$ cat src/rtl/voice_allocator.sv
// voice_allocator: shares a pool of VOICES notebank voices among key-on/key-off
// events. Each event is accepted in IDLE, resolved to a target voice in DECIDE,
// and its one-cycle note_on/note_off/drop pulse is visible during ISSUE.
// Voice lifecycle FREE -> HELD -> RELEASE -> FREE follows the events and the
// per-voice voice_done pulse.
//
// Optional feature: define VOICE_STEAL_EN so that a key-on finding no match
// and no FREE voice steals the oldest RELEASE voice (or, if there is none,
// the oldest HELD voice). Without it, such a key-on is dropped.
//
// Ports:
//   clk, rst      slow audio clock, asynchronous active-high reset
//   ev_valid/ev_ready, ev_on, ev_key, ev_period   note event handshake and payload
//   voice_on, voice_off    one-hot one-cycle pulses per voice
//   voice_period           registered period per voice, voice i at [i*PERIOD_W +: PERIOD_W]
//   voice_done             per-voice end-of-release pulse from the envelope
//   active                 voice i is not FREE
//   ev_drop                accepted event was not served
module voice_allocator #(
   parameter int unsigned VOICES   = 4,
   parameter int unsigned KEY_W    = 7,
   parameter int unsigned PERIOD_W = 23,
   parameter int unsigned AGE_W    = 4
) (
   input  logic                       clk,
   input  logic                       rst,
   input  logic                       ev_valid,
   output logic                       ev_ready,
   input  logic                       ev_on,
   input  logic [KEY_W-1:0]           ev_key,
   input  logic [PERIOD_W-1:0]        ev_period,
   output logic [VOICES-1:0]          voice_on,
   output logic [VOICES-1:0]          voice_off,
   output logic [VOICES*PERIOD_W-1:0] voice_period,
   input  logic [VOICES-1:0]          voice_done,
   output logic [VOICES-1:0]          active,
   output logic                       ev_drop
);
   localparam int unsigned IDX_W = (VOICES > 1) ? $clog2(VOICES) : 1;

   typedef enum logic [1:0] {S_IDLE, S_DECIDE, S_ISSUE} state_t;
   typedef enum logic [1:0] {V_FREE, V_HELD, V_REL} vstate_t;

   state_t                state_q, state_d;
   logic                  lat_on;
   logic [KEY_W-1:0]      lat_key;
   logic [PERIOD_W-1:0]   lat_period;

   vstate_t               vst_q [VOICES];
   vstate_t               vst_d [VOICES];
   logic [KEY_W-1:0]      key_q [VOICES];
   logic [KEY_W-1:0]      key_d [VOICES];
   logic [AGE_W-1:0]      age_q [VOICES];
   logic [AGE_W-1:0]      age_d [VOICES];

   logic [VOICES*PERIOD_W-1:0] period_d;
   logic [VOICES-1:0]     on_d, off_d, active_d;
   logic                  drop_d, ready_d;

   logic                  match_hit, free_hit, tgt_hit;
   logic [IDX_W-1:0]      match_idx, free_idx, tgt_idx;
`ifdef VOICE_STEAL_EN
   logic                  rel_hit, held_hit;
   logic [IDX_W-1:0]      rel_idx, held_idx;
   logic [AGE_W-1:0]      rel_age, held_age;
`endif

   // Target voice selection for the latched event; ties go to the lowest index.
   always_comb begin
      match_hit = 1'b0;
      match_idx = '0;
      free_hit  = 1'b0;
      free_idx  = '0;
`ifdef VOICE_STEAL_EN
      rel_hit   = 1'b0;
      rel_idx   = '0;
      rel_age   = '0;
      held_hit  = 1'b0;
      held_idx  = '0;
      held_age  = '0;
`endif
      for (int unsigned i = 0; i < VOICES; i++) begin
         if (!match_hit && vst_q[i] == V_HELD && key_q[i] == lat_key) begin
            match_hit = 1'b1;
            match_idx = IDX_W'(i);
         end
         if (!free_hit && vst_q[i] == V_FREE) begin
            free_hit = 1'b1;
            free_idx = IDX_W'(i);
         end
`ifdef VOICE_STEAL_EN
         // strict greater-than keeps the lowest index on equal ages
         if (vst_q[i] == V_REL && (!rel_hit || age_q[i] > rel_age)) begin
            rel_hit = 1'b1;
            rel_idx = IDX_W'(i);
            rel_age = age_q[i];
         end
         if (vst_q[i] == V_HELD && (!held_hit || age_q[i] > held_age)) begin
            held_hit = 1'b1;
            held_idx = IDX_W'(i);
            held_age = age_q[i];
         end
`endif
      end

      tgt_hit = 1'b0;
      tgt_idx = '0;
      if (match_hit) begin
         tgt_hit = 1'b1;
         tgt_idx = match_idx;
      end else if (lat_on && free_hit) begin
         tgt_hit = 1'b1;
         tgt_idx = free_idx;
      end
`ifdef VOICE_STEAL_EN
      else if (lat_on && rel_hit) begin
         tgt_hit = 1'b1;
         tgt_idx = rel_idx;
      end else if (lat_on && held_hit) begin
         tgt_hit = 1'b1;
         tgt_idx = held_idx;
      end
`endif
   end

   // Next-state and next-output logic.
   always_comb begin
      state_d  = state_q;
      vst_d    = vst_q;
      key_d    = key_q;
      age_d    = age_q;
      period_d = voice_period;
      on_d     = '0;
      off_d    = '0;
      drop_d   = 1'b0;
      active_d = '0;

      for (int unsigned i = 0; i < VOICES; i++) begin
         if (voice_done[i] && vst_q[i] == V_REL) begin
            vst_d[i] = V_FREE;
            age_d[i] = '0;
         end
      end

      case (state_q)
         S_IDLE: begin
            if (ev_valid) state_d = S_DECIDE;
         end
         S_DECIDE: begin
            state_d = S_ISSUE;
            if (!tgt_hit) begin
               drop_d = 1'b1;
            end else begin
               for (int unsigned i = 0; i < VOICES; i++) begin
                  if (IDX_W'(i) == tgt_idx) begin
                     // key-on overrides a concurrent done on the same voice
                     if (lat_on) begin
                        vst_d[i] = V_HELD;
                        key_d[i] = lat_key;
                        age_d[i] = '0;
                        period_d[i*PERIOD_W +: PERIOD_W] = lat_period;
                        on_d[i]  = 1'b1;
                     end else begin
                        vst_d[i] = V_REL;
                        off_d[i] = 1'b1;
                     end
                  end else if (lat_on && vst_d[i] != V_FREE && age_d[i] != '1) begin
                     age_d[i] = age_d[i] + AGE_W'(1);
                  end
               end
            end
         end
         S_ISSUE: begin
            state_d = S_IDLE;
         end
         default: begin
            state_d = S_IDLE;
         end
      endcase

      for (int unsigned i = 0; i < VOICES; i++) begin
         active_d[i] = (vst_d[i] != V_FREE);
      end
      ready_d = (state_d == S_IDLE);
   end

   // State, voice table and output registers.
   always_ff @(posedge clk or posedge rst) begin
      if (rst) begin
         state_q      <= S_IDLE;
         lat_on       <= 1'b0;
         lat_key      <= '0;
         lat_period   <= '0;
         for (int unsigned i = 0; i < VOICES; i++) begin
            vst_q[i] <= V_FREE;
            key_q[i] <= '0;
            age_q[i] <= '0;
         end
         voice_period <= '0;
         voice_on     <= '0;
         voice_off    <= '0;
         ev_drop      <= 1'b0;
         active       <= '0;
         ev_ready     <= 1'b1;
      end else begin
         state_q <= state_d;
         if (state_q == S_IDLE && ev_valid) begin
            lat_on     <= ev_on;
            lat_key    <= ev_key;
            lat_period <= ev_period;
         end
         vst_q        <= vst_d;
         key_q        <= key_d;
         age_q        <= age_d;
         voice_period <= period_d;
         voice_on     <= on_d;
         voice_off    <= off_d;
         ev_drop      <= drop_d;
         active       <= active_d;
         ev_ready     <= ready_d;
      end
   end
endmodule
$ cat config.mk
export PLATFORM = sky130hd
export DESIGN_NAME = voice_allocator
export DESIGN_NICKNAME = d
export VERILOG_FILES = /design/src/rtl/voice_allocator.sv
export SDC_FILE = /design/constraint.sdc
export NUM_CORES = 1
export LEC_CHECK = 0
export BUFFER_PORTS_ARGS = -buffer_cell sky130_fd_sc_hd__clkbuf_2
export CAP_MARGIN = 20
export CORE_AREA = 8 8 123 125
export DETAILED_ROUTE_END_ITERATION = 12
export DIE_AREA = 0 0 131 133
export GPL_ROUTABILITY_DRIVEN = 0
export HOLD_SLACK_MARGIN = 0.05
export PLACE_DENSITY = 0.79
export SYNTH_ARGS = -nofsm -noshare
export SYNTH_HDL_FRONTEND = slang
export SYNTH_SLANG_ARGS = --single-unit
$ cat constraint.sdc
create_clock -name clk -period 6.9 [get_ports clk]
set_clock_uncertainty 0.15 [all_clocks]
set_input_delay 0.345 -clock clk [delete_from_list [all_inputs] [get_ports clk]]
set_output_delay 0.345 -clock clk [all_outputs]
set_load 0.05 [all_outputs]
# == Word level (Yosys, flattened, before mapping) ==
# Index checks and enable logic that the tools add are counted.
# W data, S select, Z words.
# word_totals
elab_cells,121
output_inout_bits,106
input_bits,38
register_bits,175
# op_classes
n_mux,47
n_eq_ne,16
n_reduce_logical,37
# ops
op,n
$mux W2,16
$eq A7 B7 Y1,4
$mux W1,24
$logic_and A1 B1 Y1,16
$mux W4,4
$mux W8,2
$reduce_and A4 Y1,4
$logic_not A2 Y1,7
$eq A2 B1 Y1 const B,5
$eq A2 B2 Y1 const B,4
$reduce_bool A2 Y1,4
$logic_not A1 Y1,6
$eq A2 B2 Y1 const A,2
$pmux W2 S2,1
$eq A1 B2 Y1 const A,1

# == Longest topological paths before layout ==
# logic_depth
ltp_word,21
ltp_mapped,10
mapped_depth_nobuf,7

# == Worst setup path before layout ==
# No wires, ideal clock.
# synth_path
path_kind,flip-flop to flip-flop
from,register lat_key[4]
to,register voice_period[47]
t_arrival_ns,2.414
t_required_ns,6.625
path_stages_with_launch,10
synth_period_minus_slack_ns,2.689
n_path_buf,3
setup_ns,0.125
slack_ns,4.211
path_cell_list,dfrtp_1 > buf_6 > xnor2_1 > nand3b_1 > nor4_4 > o21ba_2 > or4b_1 > buf_2 > buf_6 > mux2_4
# synth_via
elab_chain_cells,18
word_cells_on_any_way,25
cone_classes,5 x eq/ne; 9 x mux; 11 x reduce/logical
# synth_rtl
item,line,rtl
"start, declared",46,logic [KEY_W-1:0] lat_key;
"start signal, assigned",209,lat_key <= ev_key;
$eq A7 B7 Y1,83,if (!match_hit && vst_q[i] == V_HELD && key_q[i] == lat_key) begin
$logic_and A1 B1 Y1,83,
$mux W1,83,
$logic_not A1 Y1,83,
$logic_and A1 B1 Y1 (2 in a row),83,
$mux W1,83,
$logic_not A1 Y1,83,
$logic_and A1 B1 Y1 (2 in a row),83,
$mux W1,83,
$logic_not A1 Y1,83,
$logic_and A1 B1 Y1 (2 in a row),83,
$mux W2 or $mux W1 (tied branches),83,
$mux W2,108,if (match_hit) begin
$eq A2 B2 Y1,155,if (IDX_W'(i) == tgt_idx) begin
$reduce_and A4 Y1 (no source line) (*),--,
"end signal, assigned",215,voice_period <= period_d;
"end, declared",34,"output logic [VOICES*PERIOD_W-1:0] voice_period,"
# Mark *: on every way between the ends. The rest lies on a longest branch, timed or not.
# A chain may end at the register's enable or synchronous reset.

# == Worst setup path in the final report ==
# layout_path
from,register lat_key[4]
to,register voice_period[55]
# Same word-level chain as after synthesis.

==> impl_metrics.csv <==
group,metric,value,unit
synth,synth_warnings,0,
clocking,h-tree-depth,4,
worst_setup_path,cp_cell_sequence,"xnor2_1 > nand3b_1 > nor4_4 > o41a_2 > or4b_2 > buf_4 > mux2_4",
sta,fmax,276,MHz
worst_setup_path,worst-path-buf-inv,1,
clocking,cts_resized,0,
final_layout,fin_nets,680,
route,ant_nets,0,
power_and_ir_drop,peakVddDrop,0.000264,V
sta,tightestPinTransition,1060,ps
floorplan,dieHeight,133,um
synth,syn_avg_cell_area,15.3,um^2
final_layout,diodes,0,
worst_setup_path,crit_path_start_kind,"flip-flop",
global_routing,overflow,0,
sta,period_minus_slack,3620,ps
floorplan,rows,42,
synth,synth_top_cell_by_area,"dfrtp_1",
sta,setup_viol,0,
synth,yosysUniqueCellTypes,43,
synth,synth_most_common_cell,"dfrtp_1",
worst_setup_path,worst_ep_arrival_time,3780,ps
sta,max_slew_margin,28.9,%
clocking,cts_tree,"yes",
route,highest_layer,"met4",
route,met3_wirelength,1.28,mm
place,dp_hpwl,10.9,mm
route,via_count,4476,
route,wl_met2,8.19,mm
min_path,hp-class,"in2reg",
sta,rsz0062_at_grt,"no",
global_routing,grt_max_degree,107,
sta,finalHoldViolations,0,
run,maxCapViolCount,0,
global_routing,antenna_found_initial,0,
route,route.detailed.drc,0,
floorplan,die_area,17400,um^2
worst_setup_path,slowest_delay,930,ps
floorplan,dieWidth,131,um
clocking,post-cts-setup-buffers,0,
synth,synth_edf_count,0,
route,met1_length,6.58,mm
synth,ys_ff_latch,175,
worst_setup_path,crit_path_top_delay_cell,"or4b_2",
global_routing,track_usage,19.8,%
synth,synthCells,465,
final_layout,design_area,8900,um^2
synth,synth_area,7090,um^2
route,avgViaCountPerCell,5.39,
clocking,cts_buffers,17,
clocking,clk_path_buf_depth,2,
global_routing,grt_pass1_vias,4848,
worst_setup_path,cp_max_fo,19,
worst_setup_path,crit_family,"simple AND/OR/NAND/NOR gates",
final_layout,drive_gt1_share,52.2,%
worst_setup_path,path_class,"reg2reg",
clocking,clk-insertion-delay-late,430,ps
synth,synth_top_area_share,61.4,%
power_and_ir_drop,power_leakage,4.62,nW
status,outcome,"completed",
clocking,cts_root_buf,"clkbuf_16",
route,drt_first_pass_iters,4,
synth,synthArstFlopShare,100,%
sta,post-route-period-util,52.4,%
route,post_drt_wl_per_cell,19.7,um
route,wl,16.4,mm
power_and_ir_drop,p_per_area,402,nW/um^2
synth,synthTopCellsByArea,"dfrtp_1, mux2_2, mux2_4",
global_routing,grt_pass1_wl,26.3,mm
synth,synth_flop_cell,"dfrtp_1",
sta,slew_violations,0,
worst_setup_path,endpoint_kind,"flip-flop",
clocking,path_clk_slew,60,ps
route,drt_iter0_drc,264,
synth,syn_nets,503,
floorplan,boundaryPins,144,
place,place.port_buffers,143,
sta,finalSetupTns,0,ps
floorplan,initial_core_util,54.2,%
place,dpl_cell_area,7950,um^2
clocking,holdBufCountCts,33,
synth,synth_commonest_cells,"dfrtp_1, mux2_2, mux2_4, xnor2_1, buf_2",
clocking,cts.sinks,175,
floorplan,core_area,13100,um^2
final_layout,area_growth,25.4,%
synth,yosysSeqAreaShare,61.7,%
worst_setup_path,crit_required,7060,ps
==> worst min-delay path, cell delays in order <==
cell and delay (ps):
clkbuf_2 90, nand2b_1 60, a21o_1 130
==> kinds of logic (layout without fill, tap and decap cells) <==
group                     count (synthesis)  in the layout  synth area share (%)
and+or+nand+nor                          52             52                  4.37
muxes                                   150            150                  25.2
xor gates and xnor gates                 28             28                  3.46
buffers and inverters                    33            223                  2.45
AOI/OAI and AO/OA                        27             27                  2.73
DFF                                     175            175                  61.7
==> through the flow <==
stage | setup slack (ps) | hold WS [ps] | power, mW | cells | util, %
4_1_cts | 3290 | 64.2 | 3.60 | 831 | 68.0
5_1_grt | 3120 | 74.3 | 3.72 | 831 | 68.0
2_1_floorplan | 1660 | 247 | 2.29 | 465 | -
3_5_place_dp | 3300 | 324 | 2.59 | 766 | 60.8
6_report | 3280 | 84.1 | 3.58 | 831 | 68.0
3_3_place_gp | 3370 | 322 | 2.55 | 765 | 60.7
==> final timing paths <==
check / end / start / cells after the start / slack (ps)
max: voice_period[55] / lat_key[4] / 7 / 3280
min: vst_q[5] / voice_done[1] / 3 / 80
max reg2reg: voice_period[55] / lat_key[4] / 7 / 3280
min reg2reg: ev_ready / state_q[0] / 1 / 330
max in group asynchronous: vst_q[2] / rst / 4 / 4670
min in group asynchronous: voice_period[22] / rst / 3 / 500
==> flip-flops by register name (all words and copies together), names as in the netlist, 4 cells and up <==
name,cells
active,4
key_q,28
lat_key,7
lat_period,23
voice_off,4
voice_on,4
voice_period,92
vst_q,8
==> routing by layer <==
metal  vias to the layer above  global-route usage (%)
met5                         -                       0
met4                         0                    8.04
met3                        32                    7.07
met2                       168                    31.3
met1                      2280                    24.0
li1                       1996                       -
==> cells in the final DEF, fill, tap and decap left out, types with 9 or more instances in the layout <==
cell type,instances
xor2_1,9
o21ai_0,9
clkbuf_2,143
dfrtp_1,174
dlygate4sd3_1,33
xnor2_1,19
clkbuf_16,17
mux2_4,27
mux2_2,123
nand2_1,12
==> power by group <==
part	total (mW)	internal, mW	switching, mW
clock network	0.990	0.593	0.397
registers	1.47	1.26	0.203
logic	1.12	0.365	0.756
total	3.58	2.22	1.36
==> layout make-up <==
class	instances	area, um^2
multi-input combinational	257	2550
clock inverter	11	155
timing repair buffer	182	1090
clock buffer	21	460
fill	910	4190
sequential	175	4380
tap	176	220
inverter	9	38.8
No activity file was read; power rests on OpenSTA's default activity.
